File: src/rtl/sand_row_engine.sv
// sand_row_engine: streaming falling-sand update over a region/floor row pair.
// Words enter in order. Each word is processed once its right-hand neighbour has
// arrived, or against a WALL edge at the end of the row. Updated words then leave
// through a single registered output slot.
module sand_row_engine #(
    parameter int CELLS    = 16,
    parameter int WORDS    = 40,
    parameter int SPOUT_LO = 18,
    parameter int SPOUT_HI = 21
) (
    input  logic               clk,
    input  logic               reset_n,
    input  logic               frame_odd,
    input  logic               row_spout,
    input  logic               row_bottom,
    input  logic               in_valid,
    output logic               in_ready,
    input  logic [2*CELLS-1:0] in_region,
    input  logic [2*CELLS-1:0] in_floor,
    output logic               out_valid,
    input  logic               out_ready,
    output logic [2*CELLS-1:0] out_region,
    output logic [2*CELLS-1:0] out_floor
);
    localparam int W  = 2 * CELLS;
    localparam int IW = $clog2(WORDS);
    localparam logic [IW-1:0] LAST_W = IW'(WORDS - 1);
    localparam logic [1:0] AIR = 2'b00, SAND = 2'b01, SAND_AM = 2'b10, WALL = 2'b11;

    typedef enum logic [1:0] {EMPTY, ONE, RUN, FLUSH} state_t;

    state_t        state;
    logic          flush_tail;            // FLUSH: P already emitted, only C's result remains
    logic [W-1:0]  p_region, p_floor;     // processed, awaiting output
    logic [W-1:0]  c_region, c_floor;     // awaiting processing
    logic [IW-1:0] cidx;                  // word index held in C
    logic          odd_q, spout_q, bottom_q;

    logic [W-1:0]  n_floor, pr_region, pr_floor;
    logic [1:0]    fl [CELLS+2];          // floor seen by C: left neighbour, C's cells, right neighbour
    logic [1:0]    rc, nr;
    logic [31:0]   col;
    logic          spout_here, slot, accept;

    // Process C: a left-to-right sweep over its cells. Each cell sees the floor as
    // already modified by the cells to its left, including P's last floor cell.
    always_comb begin
        n_floor    = (((state == EMPTY) ? row_bottom : bottom_q) != 1'b0) ? '1 : in_floor;
        spout_here = spout_q && (int'(cidx) >= SPOUT_LO) && (int'(cidx) <= SPOUT_HI);
        pr_region  = c_region;
        pr_floor   = c_floor;
        rc         = AIR;
        nr         = AIR;
        col        = '0;
        for (int k = 0; k < CELLS + 2; k++) fl[k] = WALL;
        if (cidx != '0) fl[0] = p_floor[1:0];
        if (state != FLUSH) fl[CELLS+1] = n_floor[W-1 -: 2];
        for (int j = 0; j < CELLS; j++) fl[j+1] = c_floor[2*(CELLS-j)-1 -: 2];
        for (int j = 0; j < CELLS; j++) begin
            rc  = c_region[2*(CELLS-j)-1 -: 2];
            nr  = rc;
            col = 32'(cidx) * 32'(CELLS) + 32'(j);
            if (rc == SAND_AM) begin
                nr = SAND;
            end else if (rc == SAND) begin
                if (fl[j+1] == AIR) begin
                    nr = AIR;
                    fl[j+1] = SAND_AM;
                end else if (fl[j] == AIR && fl[j+2] == AIR) begin
                    // Tie-break alternates with column and frame parity, so there is no drift.
                    nr = AIR;
                    if ((col[0] ^ odd_q) != 1'b0) fl[j+2] = SAND_AM;
                    else                          fl[j]   = SAND_AM;
                end else if (fl[j] == AIR) begin
                    nr = AIR;
                    fl[j] = SAND_AM;
                end else if (fl[j+2] == AIR) begin
                    nr = AIR;
                    fl[j+2] = SAND_AM;
                end
            end
            if (spout_here && nr == AIR) nr = SAND;
            pr_region[2*(CELLS-j)-1 -: 2] = nr;
        end
        for (int j = 0; j < CELLS; j++) pr_floor[2*(CELLS-j)-1 -: 2] = fl[j+1];
    end

    // Handshake qualifiers. RUN accepts only when the output slot can take P.
    always_comb begin
        slot = !out_valid || out_ready;
        case (state)
            EMPTY, ONE: in_ready = 1'b1;
            RUN:        in_ready = slot;
            default:    in_ready = 1'b0;
        endcase
        accept = in_valid && in_ready;
    end

    // Row sequencer: shift N->C->P->output and latch the row sideband with word 0.
    always_ff @(posedge clk or negedge reset_n) begin
        if (!reset_n) begin
            state      <= EMPTY;
            flush_tail <= 1'b0;
            p_region   <= '0;
            p_floor    <= '0;
            c_region   <= '0;
            c_floor    <= '0;
            cidx       <= '0;
            odd_q      <= 1'b0;
            spout_q    <= 1'b0;
            bottom_q   <= 1'b0;
            out_valid  <= 1'b0;
            out_region <= '0;
            out_floor  <= '0;
        end else begin
            if (out_ready) out_valid <= 1'b0;
            case (state)
                EMPTY: if (accept) begin
                    c_region <= in_region;
                    c_floor  <= n_floor;
                    cidx     <= '0;
                    odd_q    <= frame_odd;
                    spout_q  <= row_spout;
                    bottom_q <= row_bottom;
                    state    <= ONE;
                end
                ONE: if (accept) begin
                    p_region   <= pr_region;
                    p_floor    <= pr_floor;
                    c_region   <= in_region;
                    c_floor    <= {fl[CELLS+1], n_floor[W-3:0]};
                    cidx       <= cidx + IW'(1);
                    flush_tail <= 1'b0;
                    state      <= (WORDS == 2) ? FLUSH : RUN;
                end
                RUN: if (accept) begin
                    out_region <= p_region;
                    out_floor  <= {p_floor[W-1:2], fl[0]};
                    out_valid  <= 1'b1;
                    p_region   <= pr_region;
                    p_floor    <= pr_floor;
                    c_region   <= in_region;
                    c_floor    <= {fl[CELLS+1], n_floor[W-3:0]};
                    cidx       <= cidx + IW'(1);
                    flush_tail <= 1'b0;
                    if (cidx + IW'(1) == LAST_W) state <= FLUSH;
                end
                default: if (slot) begin
                    out_valid <= 1'b1;
                    if (!flush_tail) begin
                        out_region <= p_region;
                        out_floor  <= {p_floor[W-1:2], fl[0]};
                        p_region   <= pr_region;
                        p_floor    <= pr_floor;
                        flush_tail <= 1'b1;
                    end else begin
                        out_region <= p_region;
                        out_floor  <= p_floor;
                        flush_tail <= 1'b0;
                        cidx       <= '0;
                        state      <= EMPTY;
                    end
                end
            endcase
        end
    end
endmodule

File: config.mk
export PLATFORM = sky130hd
export DESIGN_NAME = sand_row_engine
export DESIGN_NICKNAME = d
export VERILOG_FILES = /design/src/rtl/sand_row_engine.sv
export SDC_FILE = /design/constraint.sdc
export NUM_CORES = 1
export LEC_CHECK = 0
export CORE_ASPECT_RATIO = 2
export CORE_MARGIN = 2
export CORE_UTILIZATION = 38
export DETAILED_ROUTE_END_ITERATION = 8
export SLEW_MARGIN = 20
export SYNTH_ARGS = -nofsm -noshare
export SYNTH_HDL_FRONTEND = slang
export SYNTH_SLANG_ARGS = --single-unit
File: constraint.sdc
create_clock -name clk -period 4.35 [get_ports clk]
set_clock_uncertainty 0.05 [all_clocks]
set_input_delay 0.87 -clock clk [delete_from_list [all_inputs] [get_ports clk]]
set_output_delay 0.87 -clock clk [all_outputs]
set_load 0.05 [all_outputs]
### Yosys cells after proc, flatten, opt, wreduce, memory -nomap -nowiden

Cells that the tools add are included.

| operators by class | value |
|---|---|
| $add $sub $neg | 16 |
| $lt $le $gt $ge | 2 |
| eq/ne operators | 42 |
| multiplexer cells | 347 |
| bitwise gates (word level) | 17 |
| reductions and logical operators | 121 |

Operators with widths:

| operator | count |
|---|---|
| $mux W2 | 281 |
| $mux W32 | 13 |
| $pmux W32 S2 | 5 |
| $mux W6 | 36 |
| $logic_not A2 Y1 | 65 |
| $logic_and A1 B1 Y1 | 35 |
| $eq A2 B1 Y1 const B | 17 |
| $eq A2 B2 Y1 const B | 17 |
| $add A1 B1 Y1 const AB | 15 |
| $xor A1 B1 Y1 | 15 |
| $ne A2 B2 Y1 const B | 6 |
| $pmux W6 S2 | 1 |
| $reduce_and A3 Y1 | 3 |
| $reduce_and A4 Y1 | 2 |
| $reduce_bool A4 Y1 | 2 |
| $mux W1 | 7 |
| $add A6 B1 Y6 const B | 1 |
| $eq A6 B6 Y1 const B | 1 |
| $ge A6 B5 Y1 const B | 1 |
| $le A6 B5 Y1 const B | 1 |
| $pmux W1 S2 | 3 |
| $pmux W2 S3 | 1 |
| $reduce_and A6 Y1 | 1 |
| $reduce_bool A2 Y1 | 3 |
| other kinds (9) | 13 |

| storage, ports and cells | value |
|---|---|
| bits in registers | 205 |
| input port bits | 71 |
| output and inout port bits | 66 |
| word-level logic and storage cells | 558 |

### Depth between registers and ports, before layout

| logic depth | value |
|---|---|
| depth in word-level cells | 104 |
| gate-level depth with buffers | 14 |

### Least setup slack after synthesis

No wires, ideal clock.

| timing | value |
|---|---|
| path type | input to register |
| start point | input port out_ready |
| end point | register out_floor[10] |
| library setup time | 125 ps |
| arrival | 3357 ps |
| data required time | 4175 ps |
| setup slack | 819 ps |
| stages on the path | 9 |
| path through | nand2b_1 nand2_1 a21oi_1 nand2_1 nand2_1 o211ai_1 clkbuf_1 clkbuf_1 mux2_2 |

| between the ends | value |
|---|---|
| cells in the longest elaborated chain, start to end | 5 |
| elaborated cells between the ends (all ways) | 6 |
| classes of those cells | eq/ne: 1; mux: 1; reduce/logical: 4 |

RTL lines:

| element | RTL line | RTL |
|---|---|---|
| start, declared | 21 | `input logic out_ready,` |
| $logic_or A1 B1 Y1 | 90 | `slot = !out_valid \|\| out_ready;` |
| $pmux W1 S2 | 91 | `case (state)` |
| via in_ready | 17 | `output logic in_ready,` |
| $logic_and A1 B1 Y1 | 96 | `accept = in_valid && in_ready;` |
| $ne A2 B2 Y1 (no source line) | n/a |  |
| $reduce_and A3 Y1 (no source line) | n/a |  |
| end signal, assigned | 138 | `out_floor <= {p_floor[W-1:2], fl[0]};` |
| end signal, assigned | 152 | `out_floor <= {p_floor[W-1:2], fl[0]};` |
| end signal, assigned | 158 | `out_floor <= p_floor;` |
| end, declared | 23 | `output logic [2*CELLS-1:0] out_floor` |

The timed path passes the listed nets, and every way through them passes these cells.
A chain may end at the register's enable or synchronous reset.

### Worst setup path after layout

| timing | value |
|---|---|
| start point | register cidx[0] |
| end point | register c_floor[31] |

| between the ends | value |
|---|---|
| cells in the longest elaborated chain, start to end | 84 |
| elaborated cells between the ends (all ways) | 141 |
| classes of those cells | mux: 95; reduce/logical: 46 |

RTL lines:

| element | RTL line | RTL |
|---|---|---|
| start, declared | 36 | `logic [IW-1:0] cidx;` |
| start signal, assigned | 132 | `cidx <= cidx + IW'(1);` |
| start signal, assigned | 144 | `cidx <= cidx + IW'(1);` |
| $reduce_bool A6 Y1 * | 56 | `if (cidx != '0) fl[0] = p_floor[1:0];` |
| $mux W2 * | 56 |  |
| $logic_not A2 Y1 * | 69, 74 |  |
| $mux W2 / $logic_and A1 B1 Y1 (equally long branches) | 74, 69 |  |
| $mux W2 * | 69 | `end else if (fl[j] == AIR && fl[j+2] == AIR) begin` |
| $mux W2 * | 66 | `if (fl[j+1] == AIR) begin` |
| $mux W6 * | 65 | `end else if (rc == SAND) begin` |
| $mux W6 * | 63 | `if (rc == SAND_AM) begin` |
| [... 68 more ...] | n/a |  |
| $logic_not A2 Y1 / $mux W6 (equally long branches) | 69, 74, 65 |  |
| $mux W2, or another cell as far along | 74 | `end else if (fl[j] == AIR) begin` |
| $mux W2 / $logic_not A2 Y1 (equally long branches) | 69, 66 |  |
| $mux W2 * | 66 |  |
| $mux W6 * | 65 |  |
| $mux W6 * | 63 |  |
| $mux W32 * | 127, 136 |  |
| $pmux W32 S2 * | 117 | `case (state)` |
| end signal, assigned | 120 | `c_floor <= n_floor;` |
| end signal, assigned | 131 | `c_floor <= {fl[CELLS+1], n_floor[W-3:0]};` |
| end signal, assigned | 143 | `c_floor <= {fl[CELLS+1], n_floor[W-3:0]};` |
| end, declared | 35 | `logic [W-1:0] c_region, c_floor;` |

Every way passes the cells marked *; elsewhere a longest branch is shown, timed or not. The select of a mux whose other input is x is not followed.

==> out/metrics.yaml <==
power:
  ir_worst_vdd_mv: 0.698
  total_leakage_power_nw: 5.34
  power_density_mw_per_mm2: 932
sta:
  slew-limit-headroom_pct: 33.8
  finalSetupViolations: 0
  finalSetupTns_ps: 0
  worst_pin_slew_ps: 990
  fin_crit_ps: 3840
  min_period_over_period_pct: 88.4
  rsz0062_at_grt: "no"
  fmax_ghz: 0.260
  hold_violations: 0
  finalMaxSlewViolations: 0
setup_path:
  r2r_end: "c_floor[31]"
  criticalPathCategory: "reg2reg"
  cp_num_buf_inv: 1
  critPathLaunchType: "flop"
  reg2reg_from: "cidx[0]"
  crit_cells: 14
  crit_chain: "inv_1, ha_1, a211o_4, a211oi_4, a211oi_2, and2_4, o41ai_4, o21ai_4, a2bb2oi_4, o21ai_2, a41oi_4, o21ai_2, o41ai_1, o32ai_1"
  crit_end: "c_floor[31]"
  rrSetupSlack_ps: 510
  cpMaxStageDelayCell: "dfrtp_1"
  path_max_fanout: 7
  crit_family: "compound AO/OA/AOI/OAI gates"
  reg2regPathDepth: 14
  cp_slowest_stage_delay_ps: 470
  crit_path_end_kind: "flop"
  cp.arrival_ps: 4150
  crit_start: "cidx[0]"
  worstPathRequired_ps: 4650
  cpMostUsedCell: "o21ai_2"
min_path:
  hp-class: "in2async"
clocking:
  h-tree-depth: 1
  clk_pin_slew_worst_paths_ps: 60
  cts_setup_buffers: 0
  cts_tree: "yes"
  clockBufferDepth: 3
  cts_buffers: 20
  hold_buffers: 0
  ctsResizeCount: 0
  clock_latency_ps: 500
  clock-root-buffer: "clkbuf_16"
  cts.sinks: 205
detailed_routing:
  first_iter_violations: 432
  drc_errors: 0
  via_count: 7690
  vias_per_cell: 5.14
  drt-pass1-iter-count: 6
  wl_per_cell_um: 17.6
  antenna_left: 0
  wirelength_um: 26300
synthesis:
  synthesis.area_mm2: 0.00968
  synth-compound-area-share_pct: 14.0
  synthAdderAreaFrac_pct: 1.27
  synth.distinct_cells: 65
  muxShareOfSynthArea_pct: 7.90
  yosys_warnings: 0
  synth-async-reset-ratio_pct: 100
  synth_simple_gate_area_share_pct: 21.6
  synth.ff_latch_count: 205
  synth_seq_area_share_pct: 53.0
  synth_nets: 1104
  synthFlopType: "dfrtp_1"
  synth_edf_count: 0
  synth-xor-area-share_pct: 0
  avgSynthCellArea_um2: 9.45
  synth_top_family_by_area: "simple AND/OR/NAND/NOR gates"
  synth_cells: 1024
global_route:
  grt_util_met1_pct: 23.6
  grt_pass1_wl_um: 42200
  antenna_found_initial: 0
  gr-usage-met3_pct: 1.71
  grt.overflow.total: 0
  grt_pass1_vias: 7922
  use_met2_pct: 37.5
  grt_max_degree: 96
  track_usage_pct: 20.1
  busiest_layer: "met2"
outcome:
  status: "finished clean"
floorplanning:
  core_area_mm2: 0.0250
  rows: 82
  chipWidth_um: 117
  ios: 137
  die_y_um: 230
  start_util_pct: 38.6
  die_area_mm2: 0.0268
finish:
  postLayoutCellArea_mm2: 0.0121
  final_cell_mix: "273 x nand2_1, 205 x dfrtp_1, 135 x clkdlybuf4s50_1"
  final_cells: 1496
  final_util_pct: 48.2
  nFillCells: 2472
  area_delta_synth_final_pct: 24.6
  finalNetCount: 1227
  post_route_cells_drive_above_1_share_pct: 12.8
  layout.cells.most_common: "nand2_1"
  n_antenna_cell: 0
job:
  cap_violations: 0
place:
  numPortBuffers: 136
  placed_area_mm2: 0.0114
  placedCellCount: 1461
  gp_congestion: 0.838
  place_hpwl_um: 18800
==> worst min-delay path by stage <==
| stage | from | depth (start not counted) | slack (ps) | end |
|---|---|---|---|---|
| after floorplan | p_floor[25] | 2 | 380 | p_floor[25] |
| after global placement | p_region[19] | 2 | 400 | p_region[19] |
| after detailed placement | p_floor[9] | 2 | 410 | p_floor[9] |
| after CTS | reset_n | 1 | 420 | cidx[1] |
| after global routing | p_floor[9] | 2 | 440 | p_floor[9] |
| final | reset_n | 1 | 380 | out_floor[31] |
==> layout make-up <==
| type | instances | area, µm² | share of cell area, % |
|---|---|---|---|
| Sequential cell | 205 | 5130 | 42.6 |
| Clock inverter | 8 | 48.8 | 0.405 |
| Inverter | 9 | 33.8 | 0.280 |
| Tap cell | 336 | 420 | 3.49 |
| Timing Repair Buffer | 150 | 1500 | 12.4 |
| Multi-Input combinational cell | 761 | 4350 | 36.1 |
| Clock buffer | 27 | 578 | 4.80 |
==> flip-flops by register name (all words and copies together) (netlist names), 2 cells and up <==
name	cells
c_floor	32
c_region	32
cidx	6
out_floor	32
out_region	32
p_floor	32
p_region	32
state	2
==> cell usage after synthesis, types with 3 or more instances <==
master,number,share of area [%]
a211o_1,3,0.27
a211oi_1,7,0.54
a21o_1,4,0.31
a21oi_1,38,2.0
a311oi_1,5,0.45
a31oi_1,11,0.71
and2_1,4,0.26
buf_1,6,0.23
clkbuf_1,42,1.6
dfrtp_1,205,53
ha_1,9,1.2
inv_1,9,0.35
mux2_2,67,7.8
nand2_1,274,11
nand2b_1,19,1.2
nand3_1,30,1.6
nand4_1,5,0.32
nor2_1,89,3.5
nor2b_1,14,0.91
nor3_1,22,1.1
o211ai_1,8,0.62
o21a_1,3,0.23
o21ai_0,79,4.1
o21ai_2,3,0.27
o221ai_1,3,0.27
o22ai_1,3,0.19
or2_2,11,0.71
==> per-stage QoR <==
| step | setup slack, ps | hold WS, ps | total power, mW |
|---|---|---|---|
| after detailed placement | 537 | 410 | 9.64 |
| after floorplan | 819 | 385 | 7.70 |
| after global placement | 642 | 401 | 9.56 |
| after CTS | 516 | 423 | 11.4 |
| after global routing | 241 | 437 | 12.1 |
| final | 505 | 381 | 11.2 |
==> metal layers <==
layer | up-vias | wire, µm
met5 | - | 0
met3 | 40 | 778
met1 | 3735 | 10300
li1 | 3751 | -
met2 | 164 | 14500
met4 | 0 | 714
==> where the power goes <==
| part | internal (mW) | switching (mW) | total [mW] |
|---|---|---|---|
| combinational | 2.18 | 3.77 | 5.95 |
| sequential | 2.85 | 0.744 | 3.59 |
| clock | 0.937 | 0.751 | 1.69 |
==> cells by family (layout without fill, tap and decap cells) <==
kind of cell | Yosys count | after routing
AND/OR/NAND/NOR | 484 | 484
flip-flops | 205 | 205
adder cells (fa/ha/maj) | 10 | 10
buffers and inverters | 58 | 194
multiplexers | 68 | 68
AO/OA/AOI/OAI | 199 | 199
Note: power is estimated with default switching activity, not from simulation.
